**config.mk**
```make
export PLATFORM = sky130hd
export DESIGN_NAME = sw_debounce_sync
export DESIGN_NICKNAME = d
export VERILOG_FILES = /design/src/rtl/sw_debounce_sync.sv
export SDC_FILE = /design/constraint.sdc
export NUM_CORES = 1
export LEC_CHECK = 0
export CORE_AREA = 2 2 91 93
export CTS_CLUSTER_SIZE = 12
export DETAILED_ROUTE_END_ITERATION = 10
export DIE_AREA = 0 0 93 95
export HOLD_SLACK_MARGIN = 0.02
export PLACE_DENSITY = 0.72
export SLEW_MARGIN = 0
export SYNTH_ARGS = -nofsm -noshare
export SYNTH_HDL_FRONTEND = slang
export SYNTH_SLANG_ARGS = --single-unit
```
**constraint.sdc**
```tcl
create_clock -name clk -period 3.9 [get_ports clk]
set_input_delay 0.78 -clock clk [delete_from_list [all_inputs] [get_ports clk]]
set_output_delay 0.78 -clock clk [all_outputs]
set_load 0.02 [all_outputs]
```
**src/rtl/sw_debounce_sync.sv**
```systemverilog
// -----------------------------------------------------------------------------
// sw_debounce_sync
//
// Multi-channel switch conditioner. Each channel takes a raw, asynchronous,
// bouncing switch level and produces a clean, synchronous, debounced level
// plus single-cycle rise/fall pulses. The outputs are safe to use as D and
// clock-enable inputs of downstream storage elements.
//
// Parameters
//   WIDTH            number of independent switch channels
//   DEBOUNCE_CYCLES  consecutive stable synchronized cycles required before
//                    the debounced level may change (legal range >= 2)
//
// Ports
//   clk      in   1      sole clock, rising edge
//   rst      in   1      synchronous, active-high reset
//   sw_in    in   WIDTH  raw asynchronous switch levels
//   sw_out   out  WIDTH  debounced level per channel (registered)
//   rise     out  WIDTH  one-cycle pulse on an accepted 0->1 change (registered)
//   fall     out  WIDTH  one-cycle pulse on an accepted 1->0 change (registered)
//   changed  out  1      OR of all rise/fall bits of the same cycle (registered)
//
// Per channel: 2-flop synchronizer s1->s2, an IDLE/CHECK state bit, a run
// counter and the output registers. Only s2 feeds the qualification logic,
// so there is no combinational path from sw_in to any output.
// -----------------------------------------------------------------------------
module sw_debounce_sync #(
    parameter int WIDTH           = 10,
    parameter int DEBOUNCE_CYCLES = 16
) (
    input  logic             clk,
    input  logic             rst,
    input  logic [WIDTH-1:0] sw_in,
    output logic [WIDTH-1:0] sw_out,
    output logic [WIDTH-1:0] rise,
    output logic [WIDTH-1:0] fall,
    output logic             changed
);

    localparam int CW = $clog2(DEBOUNCE_CYCLES) + 1;

    // Last count value before the level is accepted; the counter never
    // goes beyond it, so it cannot wrap.
    localparam logic [CW-1:0] CNT_TERM = CW'(DEBOUNCE_CYCLES - 1);
    localparam logic [CW-1:0] CNT_ZERO = CW'(0);
    localparam logic [CW-1:0] CNT_ONE  = CW'(1);

    typedef enum logic {
        ST_IDLE  = 1'b0,
        ST_CHECK = 1'b1
    } state_e;

    logic [WIDTH-1:0] s1_q;
    logic [WIDTH-1:0] s2_q;

    state_e           state_q [WIDTH];
    state_e           state_d [WIDTH];
    logic [CW-1:0]    cnt_q   [WIDTH];
    logic [CW-1:0]    cnt_d   [WIDTH];

    logic [WIDTH-1:0] sw_out_q;
    logic [WIDTH-1:0] sw_out_d;
    logic [WIDTH-1:0] rise_q;
    logic [WIDTH-1:0] rise_d;
    logic [WIDTH-1:0] fall_q;
    logic [WIDTH-1:0] fall_d;
    logic             changed_q;
    logic             changed_d;

    // Per-channel qualification: next state, counter, level and pulses.
    always_comb begin
        for (int i = 0; i < WIDTH; i++) begin
            state_d[i]  = state_q[i];
            cnt_d[i]    = cnt_q[i];
            sw_out_d[i] = sw_out_q[i];
            rise_d[i]   = 1'b0;
            fall_d[i]   = 1'b0;

            case (state_q[i])
                ST_IDLE: begin
                    if (s2_q[i] != sw_out_q[i]) begin
                        state_d[i] = ST_CHECK;
                        cnt_d[i]   = CNT_ONE;
                    end else begin
                        state_d[i] = ST_IDLE;
                        cnt_d[i]   = CNT_ZERO;
                    end
                end
                ST_CHECK: begin
                    if (s2_q[i] == sw_out_q[i]) begin
                        // Bounce back to the current level: drop the run.
                        state_d[i] = ST_IDLE;
                        cnt_d[i]   = CNT_ZERO;
                    end else if (cnt_q[i] < CNT_TERM) begin
                        state_d[i] = ST_CHECK;
                        cnt_d[i]   = cnt_q[i] + CNT_ONE;
                    end else begin
                        // Run long enough: accept the new level.
                        state_d[i]  = ST_IDLE;
                        cnt_d[i]    = CNT_ZERO;
                        sw_out_d[i] = s2_q[i];
                        rise_d[i]   = s2_q[i];
                        fall_d[i]   = ~s2_q[i];
                    end
                end
                default: begin
                    state_d[i] = ST_IDLE;
                    cnt_d[i]   = CNT_ZERO;
                end
            endcase
        end

        changed_d = (|rise_d) | (|fall_d);
    end

    // State, synchronizer and output registers; reset overrides everything.
    always_ff @(posedge clk) begin
        if (rst) begin
            s1_q      <= {WIDTH{1'b0}};
            s2_q      <= {WIDTH{1'b0}};
            sw_out_q  <= {WIDTH{1'b0}};
            rise_q    <= {WIDTH{1'b0}};
            fall_q    <= {WIDTH{1'b0}};
            changed_q <= 1'b0;
            for (int i = 0; i < WIDTH; i++) begin
                state_q[i] <= ST_IDLE;
                cnt_q[i]   <= CNT_ZERO;
            end
        end else begin
            s1_q      <= sw_in;
            s2_q      <= s1_q;
            sw_out_q  <= sw_out_d;
            rise_q    <= rise_d;
            fall_q    <= fall_d;
            changed_q <= changed_d;
            for (int i = 0; i < WIDTH; i++) begin
                state_q[i] <= state_d[i];
                cnt_q[i]   <= cnt_d[i];
            end
        end
    end

    assign sw_out  = sw_out_q;
    assign rise    = rise_q;
    assign fall    = fall_q;
    assign changed = changed_q;

endmodule

```
==> impl_metrics.yaml <==
timing:
  final-hold-violation-count: 0
  setup_violations: 0
  slew_headroom_pct: 63.8
  final.period_utilization_pct: 56.6
  final.setup.tns_ns: 0
  drv_slew: 0
  fmax_ghz: 0.453
  layout_setup_ws_ns: 1.69
  max_slew.worst_pin.slew_ns: 0.543
  clock_skew_ns: 0.0135
  rsz0062_at_grt: "no"
  fin_crit_ns: 2.21
drt:
  first_pass_iters: 4
  drc: 0
  antenna_left: 0
  drt_iter0_drc: 91
  routed_wl_um: 6160
  routedWlPerCell_um: 11.9
  vias: 2619
  vias_per_cell: 5.05
power_and_ir_drop:
  ir_worst_vdd_v: 0.000240
  powerDensity_nw_per_um2: 412
  p_leak_nw: 1.59
  power.total_mw: 1.87
finish:
  seq_area_um2: 2220
  nFillCells: 701
  final_net_count: 431
  mostFrequentLayoutCells: "dfxtp_1, nor2_1, clkdlybuf4s50_1"
  drive_gt1_share_pct: 6.04
  syn_to_final_growth_pct: 19.2
  multiInputGateArea_um2: 1530
  antenna_cells: 0
  layout_commonest_cell: "dfxtp_1"
hold_path:
  hp-class: "flip-flop to flip-flop"
  hold_start: "s1_q[3]"
floorplanning:
  core_um2: 7930
  initial_core_util_pct: 48.0
  fp-row-count: 33
  die_w_um: 93
  fp.dieH_um: 95
  die-area_um2: 8840
  ios: 43
placed_design:
  placement.setup.worst_slack_ns: 1.85
  finalWeightedCongestion: 0.766
  hpwlAfterDp_um: 4400
  numPortBuffers: 42
logic_synthesis:
  synth_simple_gate_area_share_pct: 23.0
  synth_compound_area_share_pct: 8.48
  synth_area_leader_cell: "dfxtp_1"
  synth_xor_area_share_pct: 4.60
  synth_top_family_by_area: "simple AND/OR/NAND/NOR gates"
  async_reset_ff_share_pct: 0
  ys_ff_latch: 111
  synthAdderAreaFrac_pct: 3.29
  syn_inst: 361
  synthTopCellsByArea: "dfxtp_1, nor2_1, nor4b_1"
  muxShareOfSynthArea_pct: 0.789
  synth_top_area_share_pct: 58.4
  synth_cell_types: 33
  synthFlopType: "dfxtp_1"
  ys_seq_area_share_pct: 58.4
  synth_edf_count: 0
  synth_fp_nets: 383
  yosys_warnings: 0
  netlist_area_um2: 3800
  syn_area_per_cell_um2: 10.5
clock_network:
  clock_sinks: 111
  clk_pin_slew_ns: 0.10
  numCtsBuffers: 9
  cts_tree: "done"
  post_cts_buffers: 0
  cts_buffer_depth: 2
  cts_hold_buf: 0
  ctsHtreeMaxLevel: 3
  cts_resized: 0
  worstSkewPairLatency_ns: 0.36
  root_buffer: "clkbuf_8"
global_routing:
  grt_pass1_vias: 2400
  grt_max_degree: 33
  grt_usage_pct: 15.2
  grt_remaining_overflow: 0
  antenna_found_initial: 0
  grt_pass1_wl_um: 10500
run:
  drv_cap: 0
setup_path:
  slowest_stage: "clkdlybuf4s50_1"
  cp-start-kind: "flip-flop"
  cp_top_family: "buffers and inverters"
  path_buf_inv: 1
  cp.arrival_ns: 1.43
  path_class: "flip-flop to output port"
  cp-end-kind: "output port"
  cp_cell_sequence: "clkdlybuf4s50_1"
  r2r-start: "cnt_q[2][0]"
  cp_slowest_stage_delay_ns: 0.64
  crit_required_ns: 3.12
  crit_start: "sw_out[4]"
  worst-path-max-fanout: 5
outcome:
  status: "completed"
-- cells by family (layout without fill, tap and decap cells) --
logic type	Yosys count	count (layout)
AO/OA/AOI/OAI	42	42
XOR/XNOR	20	20
adder cells (fa/ha/maj)	10	10
buffers and inverters	15	68
flip-flops	111	111
multiplexers	3	3
AND/OR/NAND/NOR	160	160
-- path summary, 6_finish.rpt --
check | end | slack, ns | cells after the start
max | sw_out[4] | 1.69 | 1
min reg2reg | s2_q[3] | 0.44 | 1
max reg2reg | changed | 2.40 | 4
min | s2_q[3] | 0.44 | 1
-- metal layers --
layer	wire, µm	part of all wire (%)	track usage (%)
met5	0	0	0
met1	3160	51	20.0
met3	220	3.6	4.39
met4	97	1.6	5.88
met2	2690	44	23.8
-- cells in the mapped netlist, types with 2 or more instances --
| library cell | number |
|---|---|
| a41oi_2 | 4 |
| nor4b_1 | 20 |
| and3_1 | 10 |
| nor3_1 | 4 |
| a41oi_1 | 2 |
| a2111oi_0 | 4 |
| mux2i_1 | 3 |
| dfxtp_1 | 111 |
| nor3b_1 | 3 |
| clkbuf_1 | 6 |
| nand3_1 | 22 |
| nand2_1 | 17 |
| o22ai_1 | 3 |
| xnor2_1 | 17 |
| nor2b_1 | 24 |
| a21oi_1 | 7 |
| xor2_1 | 3 |
| a41o_1 | 3 |
| a31oi_1 | 10 |
| nor2_1 | 47 |
| and2_1 | 5 |
| ha_1 | 10 |
| o21ai_0 | 6 |
| inv_1 | 8 |
| nand2b_1 | 4 |
-- power by group --
part           total [mW]  internal (mW)  switching (mW)
Combinational      0.0448         0.0236          0.0213
Clock               0.666          0.297           0.370
Sequential           1.16           1.15          0.0111
Total                1.87           1.47           0.402
-- final cells by class --
class / count / area share [%]
well taps: 105 / 2.90
flip-flops and latches: 111 / 49.0
clock buffers: 9 / 2.73
repair buffers: 44 / 9.49
clock inverters: 7 / 1.57
inverters: 8 / 0.662
multi-input cells: 235 / 33.7
-- per-stage QoR --
stage / cell area, µm² / instances / hold WS (ns) / utilization, %
finish: 4540 / 519 / 0.439 / 57.2
global route: 4540 / 519 / 0.464 / 57.2
CTS: 4540 / 519 / 0.440 / 57.2
detailed placement: 4340 / 503 / 0.425 / 54.8
global placement: 4340 / 503 / 0.419 / 54.8
floorplan: 3800 / 361 / 0.414 / -
-- state kept, by name, indices dropped and copies added (netlist names) --
register  cells
changed       1
cnt_q        50
fall         10
rise         10
s1_q         10
s2_q         10
state_q      10
sw_out       10
No activity file was read; power rests on OpenSTA's default activity.
